### config.mk
export PLATFORM = sky130hd
export DESIGN_NAME = weapon_article_locator
export DESIGN_NICKNAME = d
export VERILOG_FILES = /design/src/rtl/sprite_pkg.sv /design/src/rtl/sprite_window_hit.sv /design/src/rtl/weapon_article_locator.sv
export SDC_FILE = /design/constraint.sdc
export NUM_CORES = 1
export LEC_CHECK = 0
export ABC_AREA = 1
export BUFFER_PORTS_ARGS = -buffer_cell sky130_fd_sc_hd__buf_2
export CAP_MARGIN = 20
export CORE_UTILIZATION = 45
export CTS_CLUSTER_DIAMETER = 120
export DETAILED_ROUTE_END_ITERATION = 8
export PLACE_DENSITY = 0.69
export SLEW_MARGIN = 25
export SYNTH_ARGS = -nofsm -noshare
export SYNTH_HDL_FRONTEND = slang
export SYNTH_SLANG_ARGS = --single-unit
### constraint.sdc
create_clock -name clk -period 3 [get_ports clk]
set_input_delay 0.45 -clock clk [delete_from_list [all_inputs] [get_ports clk]]
set_output_delay 0.45 -clock clk [all_outputs]
set_load 0.005 [all_outputs]
### src/rtl/sprite_pkg.sv
// Shared sprite-locator types: FSM state encoding, default texel scale and
// the widened coordinate width used for overflow-free window arithmetic.
package sprite_pkg;

  typedef enum logic [1:0] {
    ST_IDLE    = 2'd0,
    ST_FALLING = 2'd1,
    ST_RESTING = 2'd2
  } state_t;

  localparam int SCALE_LOG2_DEF = 2;
  localparam int COORD_W        = 11;

endpackage

### src/rtl/sprite_window_hit.sv
// Combinational beam-vs-sprite-window compare. Bounds are evaluated at
// COORD_W bits so a window near the screen edge cannot wrap.
module sprite_window_hit
  import sprite_pkg::*;
#(
  parameter int SPR_W      = 30,
  parameter int SPR_H      = 7,
  parameter int SCALE_LOG2 = SCALE_LOG2_DEF
) (
  input  logic [9:0] pos_x,
  input  logic [9:0] pos_y,
  input  logic [9:0] hc,
  input  logic [9:0] vc,
  output logic       hit,
  output logic [9:0] loc_x,
  output logic [9:0] loc_y
);

  localparam logic [COORD_W-1:0] WIN_W = COORD_W'(SPR_W << SCALE_LOG2);
  localparam logic [COORD_W-1:0] WIN_H = COORD_W'(SPR_H << SCALE_LOG2);

  logic [COORD_W-1:0] hc_w_s;
  logic [COORD_W-1:0] vc_w_s;
  logic [COORD_W-1:0] x_lo_s;
  logic [COORD_W-1:0] y_lo_s;
  logic [COORD_W-1:0] x_hi_s;
  logic [COORD_W-1:0] y_hi_s;
  logic               in_x_s;
  logic               in_y_s;

  // Half-open window test on both axes plus sprite-local offsets.
  always_comb begin
    hc_w_s = COORD_W'(hc);
    vc_w_s = COORD_W'(vc);
    x_lo_s = COORD_W'(pos_x);
    y_lo_s = COORD_W'(pos_y);
    x_hi_s = x_lo_s + WIN_W;
    y_hi_s = y_lo_s + WIN_H;
    in_x_s = (hc_w_s >= x_lo_s) && (hc_w_s < x_hi_s);
    in_y_s = (vc_w_s >= y_lo_s) && (vc_w_s < y_hi_s);
    hit    = in_x_s && in_y_s;
    loc_x  = hc - pos_x;
    loc_y  = vc - pos_y;
  end

endmodule

### src/rtl/weapon_article_locator.sv
// Dropped-weapon sprite locator: hidden/falling/resting lifecycle plus a
// registered beam hit test. Optional expiry blink: WEAPON_ARTICLE_BLINK_EN.
module weapon_article_locator
  import sprite_pkg::*;
#(
  parameter int SPR_W      = 30,
  parameter int SPR_H      = 7,
  parameter int SCALE_LOG2 = SCALE_LOG2_DEF,
  parameter int H_ACTIVE   = 640,
  parameter int FLOOR_Y    = 440,
  parameter int DROP_STEP  = 4,
  parameter int LIFETIME   = 600
) (
  input  logic       clk,
  input  logic       rst_n,
  input  logic [9:0] hc,
  input  logic [9:0] vc,
  input  logic       frame_tick,
  input  logic       spawn,
  input  logic [9:0] spawn_x,
  input  logic [9:0] spawn_y,
  input  logic       collect,
  output logic       is_in_pixel,
  output logic [9:0] loc_hc,
  output logic [9:0] loc_vc,
  output logic       active,
  output logic [9:0] pos_x,
  output logic [9:0] pos_y
);

  localparam logic [9:0]         X_MAX   = 10'(H_ACTIVE - (SPR_W << SCALE_LOG2));
  localparam logic [9:0]         FLOOR   = 10'(FLOOR_Y);
  localparam logic [COORD_W-1:0] FLOOR_W = COORD_W'(FLOOR_Y);
  localparam logic [COORD_W-1:0] STEP_W  = COORD_W'(DROP_STEP);

  state_t             state_r;
  logic [9:0]         pos_x_r;
  logic [9:0]         pos_y_r;
  logic               is_in_pixel_r;
  logic [9:0]         loc_hc_r;
  logic [9:0]         loc_vc_r;

  logic [9:0]         spawn_x_cl_s;
  logic [9:0]         spawn_y_cl_s;
  logic [COORD_W-1:0] fall_sum_s;
  logic               hit_s;
  logic [9:0]         hit_x_s;
  logic [9:0]         hit_y_s;
  logic               expire_s;
  logic               mask_s;
  logic               live_hit_s;

  sprite_window_hit #(
    .SPR_W      (SPR_W),
    .SPR_H      (SPR_H),
    .SCALE_LOG2 (SCALE_LOG2)
  ) u_hit (
    .pos_x (pos_x_r),
    .pos_y (pos_y_r),
    .hc    (hc),
    .vc    (vc),
    .hit   (hit_s),
    .loc_x (hit_x_s),
    .loc_y (hit_y_s)
  );

`ifdef WEAPON_ARTICLE_BLINK_EN
  localparam logic [9:0] BLINK_START = 10'(LIFETIME - 64);
  localparam logic [9:0] LAST_FRAME  = 10'(LIFETIME - 1);

  logic [9:0] cnt_r;

  // Resting-frame counter; zero whenever not resting, so it is clear on entry.
  always_ff @(posedge clk or negedge rst_n) begin
    if (!rst_n) begin
      cnt_r <= 10'd0;
    end else if (spawn || (state_r != ST_RESTING)) begin
      cnt_r <= 10'd0;
    end else if (frame_tick) begin
      cnt_r <= cnt_r + 10'd1;
    end else begin
      cnt_r <= cnt_r;
    end
  end

  // Expiry and the late-life 8-frame blink.
  always_comb begin
    expire_s = (state_r == ST_RESTING) && (cnt_r == LAST_FRAME);
    mask_s   = (state_r == ST_RESTING) && (cnt_r >= BLINK_START) && cnt_r[3];
  end
`else
  // Without the lifetime feature the article never expires or blinks.
  always_comb begin
    expire_s = 1'b0;
    mask_s   = 1'b0;
  end
`endif

  // Spawn clamping and the widened falling step.
  always_comb begin
    if (spawn_x > X_MAX) begin
      spawn_x_cl_s = X_MAX;
    end else begin
      spawn_x_cl_s = spawn_x;
    end
    if (spawn_y > FLOOR) begin
      spawn_y_cl_s = FLOOR;
    end else begin
      spawn_y_cl_s = spawn_y;
    end
    fall_sum_s = COORD_W'(pos_y_r) + STEP_W;
    live_hit_s = hit_s && (state_r != ST_IDLE) && !mask_s;
  end

  // Lifecycle FSM; spawn beats collect, collect beats frame motion.
  always_ff @(posedge clk or negedge rst_n) begin
    if (!rst_n) begin
      state_r <= ST_IDLE;
      pos_x_r <= 10'd0;
      pos_y_r <= 10'd0;
    end else if (spawn) begin
      pos_x_r <= spawn_x_cl_s;
      pos_y_r <= spawn_y_cl_s;
      state_r <= (spawn_y_cl_s == FLOOR) ? ST_RESTING : ST_FALLING;
    end else if (collect) begin
      state_r <= ST_IDLE;
    end else if (frame_tick) begin
      case (state_r)
        ST_FALLING: begin
          if (fall_sum_s >= FLOOR_W) begin
            pos_y_r <= FLOOR;
            state_r <= ST_RESTING;
          end else begin
            pos_y_r <= fall_sum_s[9:0];
          end
        end
        ST_RESTING: begin
          if (expire_s) begin
            state_r <= ST_IDLE;
          end
        end
        default: begin
          state_r <= state_r;
        end
      endcase
    end
  end

  // One-cycle registered hit outputs; offsets are zeroed outside the sprite.
  always_ff @(posedge clk or negedge rst_n) begin
    if (!rst_n) begin
      is_in_pixel_r <= 1'b0;
      loc_hc_r      <= 10'd0;
      loc_vc_r      <= 10'd0;
    end else begin
      is_in_pixel_r <= live_hit_s;
      loc_hc_r      <= live_hit_s ? hit_x_s : 10'd0;
      loc_vc_r      <= live_hit_s ? hit_y_s : 10'd0;
    end
  end

  assign is_in_pixel = is_in_pixel_r;
  assign loc_hc      = loc_hc_r;
  assign loc_vc      = loc_vc_r;
  assign active      = (state_r != ST_IDLE);
  assign pos_x       = pos_x_r;
  assign pos_y       = pos_y_r;

endmodule
==> results_dict.tcl <==
set metrics [dict create \
    firstDrtPassIters 5 \
    yosys_warnings 0 \
    power_per_cell_area_nw_per_um2 494 \
    start_kind "flop" \
    route.antenna.remaining_nets 0 \
    final_hold_fails 0 \
    critical_path_required_ns 3.22 \
    setup_viol 0 \
    critical_path.endpoint_type "flop" \
    finalCoreUtilization 0.545 \
    top_level_ports 87 \
    clkSinkCount 43 \
    netlist.top_cell.by_area "sky130_fd_sc_hd__dfrtp_1" \
    crit_type "reg -> reg" \
    synth_enable_flop_cells 0 \
    list_of_most_frequent_post_synthesis_cells "114 x sky130_fd_sc_hd__nand2_1, 69 x sky130_fd_sc_hd__inv_1, 44 x sky130_fd_sc_hd__nor2_1" \
    synth.ff_latch_count 43 \
    max_cap_viol_count 0 \
    post-dp-hpwl_mm 6.97 \
    post_synth.cell_area_avg_um2 7.32 \
    arrival_ns 2.89 \
    cts.clk_slew.worst_paths_ns 0.09 \
    final_cells 678 \
    period_minus_slack_ns 2.67 \
    timing.slew.headroom 0.523 \
    h_tree_levels 2 \
    finalMaxSlewViolations 0 \
    worstPathMaxFanout 21 \
    post_synth_instance_area_um2 3570 \
    floorplan.rows 32 \
    status "complete, no violations" \
    cts_tree "done" \
    first_global_vias 3145 \
    grt_pass1_wl_mm 14.2 \
    timing.hold.worst.class "in -> async" \
    cts_root_buffer "sky130_fd_sc_hd__clkbuf_8" \
    synthDistinctLibCells 33 \
    gp_congestion 0.915 \
    synthArstFlopShare 1.00 \
    synth-seq-area-share 0.301 \
    synth.most_common_cell "sky130_fd_sc_hd__nand2_1" \
    cts-buffers-inserted 5 \
    final_min_period_over_clock_period 0.890 \
    initial_utilization 0.465 \
    rsz0062_at_grt "no" \
    timing_worst_slew_pin_value_ns 0.710 \
    die_y_um 91.1 \
    cts-hold-fix-buffers 0 \
    timing.clock.skew_ns 0.0108 \
    final_net_count 661 \
    diodes 0 \
    vdd_ir_drop_max_mv 0.177 \
    maxClockFrequency_mhz 375 \
    p_leak_nw 2.37 \
    track_usage 0.213 \
    placed_cells 670 \
    antenna_found_initial 0 \
    drc_errors 0 \
    die_width_um 91.1 \
    synthCells 488 \
    grt-ovfl-total 0 \
    drt-initial-drc-count 90 \
    die_area_um2 8300 \
    wirelength_mm 8.30 \
    final.setup.tns_ns 0 \
    fin_hold_ws_ns 0.132 \
    synth_area_leaders "sky130_fd_sc_hd__dfrtp_1 30%, sky130_fd_sc_hd__ha_1 14%, sky130_fd_sc_hd__nand2_1 12%" \
    clock_path_buffers 2 \
    routedWlPerCell_um 12.2 \
    yosys.area.top_type_share 0.301 \
    totalPowerFinal_mw 2.07 \
    syn_to_final_growth_pct 17.3 \
    port_buffers 86 \
    vias_per_cell 4.99 \
    routed-via-count 3381 \
    synth_ff_type "sky130_fd_sc_hd__dfrtp_1" \
    clkLatencyLatePin_ns 0.30 \
    core_region_area_um2 7690 \
    syn_nets 574 \
    post_route_cells_drive_above_1_share 0.220 \
    maximum_number_of_pins_on_one_net_before_global_route_repair 44 \
]
[final cells by class]
cell class,count,area (µm²)
multi-input cells,367,2180
repair buffers,86,433
flip-flops and latches,43,1080
well taps,102,128
clock inverters,2,16.3
clock buffers,6,82.6
inverters,72,273
fillers,800,3500
[report_power, final]
part           internal, mW  switching [mW]
Combinational         0.385           0.594
Sequential            0.633          0.0592
Clock                 0.188           0.208
Total                  1.21           0.862
[kinds of logic (layout without fill, tap and decap cells)]
kind of cell / Yosys count / after routing / synth area share
XOR/XNOR: 27 / 27 / 0.0662
buffers and inverters: 78 / 166 / 0.0893
AND/OR/NAND/NOR: 243 / 243 / 0.302
AO/OA/AOI/OAI: 56 / 56 / 0.0932
adder cells (fa/ha/maj): 41 / 41 / 0.148
flip-flops: 43 / 43 / 0.301
[layout by cell type (no fill, tap or decap), types with 5 or more instances in the layout]
| cell | n |
|---|---|
| sky130_fd_sc_hd__nor2_2 | 20 |
| sky130_fd_sc_hd__nor2_1 | 44 |
| sky130_fd_sc_hd__dfrtp_1 | 43 |
| sky130_fd_sc_hd__clkbuf_8 | 6 |
| sky130_fd_sc_hd__xnor2_1 | 8 |
| sky130_fd_sc_hd__nand2_1 | 114 |
| sky130_fd_sc_hd__inv_1 | 69 |
| sky130_fd_sc_hd__nor3_1 | 7 |
| sky130_fd_sc_hd__ha_1 | 39 |
| sky130_fd_sc_hd__buf_2 | 85 |
| sky130_fd_sc_hd__o21ai_0 | 20 |
| sky130_fd_sc_hd__nand4_1 | 13 |
| sky130_fd_sc_hd__xor2_1 | 19 |
| sky130_fd_sc_hd__a21o_1 | 5 |
| sky130_fd_sc_hd__a21oi_1 | 18 |
| sky130_fd_sc_hd__nand3_1 | 37 |
[sequential cells by signal, summed over array words and instances, names as in the netlist]
name         flops
state_r          2
pos_x           10
is_in_pixel      1
loc_vc          10
loc_hc          10
pos_y           10
[worst max-delay path: stages, from the launching register on]
cell                      delay, ns
sky130_fd_sc_hd__dfrtp_1       0.47
sky130_fd_sc_hd__inv_1         0.15
sky130_fd_sc_hd__ha_1          0.28
sky130_fd_sc_hd__a21oi_4       0.20
sky130_fd_sc_hd__nand2_1       0.09
sky130_fd_sc_hd__xor2_1        0.15
sky130_fd_sc_hd__ha_1          0.30
sky130_fd_sc_hd__a21o_1        0.16
sky130_fd_sc_hd__nand3_1       0.08
sky130_fd_sc_hd__nand2_1       0.05
sky130_fd_sc_hd__nor2_1        0.09
sky130_fd_sc_hd__nand2_1       0.06
sky130_fd_sc_hd__nor2_2        0.14
sky130_fd_sc_hd__nand2_4       0.21
sky130_fd_sc_hd__nor2_1        0.16
[layer usage]
layer	GRT usage	wire length [µm]	vias up
li1	-	-	1735
met1	0.278	3920	1543
met2	0.359	3850	86
met3	0.0369	359	17
met4	0.0675	178	0
met5	0	0	-
[final timing paths]
kind                             from    endpoint  slack, ns  cells past startpoint
setup / recovery             pos_y[2]   loc_vc[9]       0.33                     14
min in group clk           spawn_x[7]    pos_x[7]       0.37                      3
hold reg to reg            state_r[1]  state_r[1]       0.53                      2
max in group asynchronous       rst_n    pos_y[2]       2.51                      1
setup reg to reg             pos_y[2]   loc_vc[9]       0.33                     14
hold / removal                  rst_n   loc_vc[8]       0.13                      1
[timing repair]
action | 4_1_cts | 5_1_grt
gates resized for setup | 0 | 1
setup buffers | 0 | 0
setup endpoints to repair | 0 | 21
endpoints found under the hold margin | 0 | 0
[metrics by stage]
stage          cell area, µm²  setup slack [ns]
3_3_place_gp             4080             0.336
5_1_grt                  4190             0.103
3_5_place_dp             4080             0.221
4_1_cts                  4180             0.180
6_report                 4190             0.330
2_1_floorplan            3570             0.666
Power figures use the tool's default switching activity.
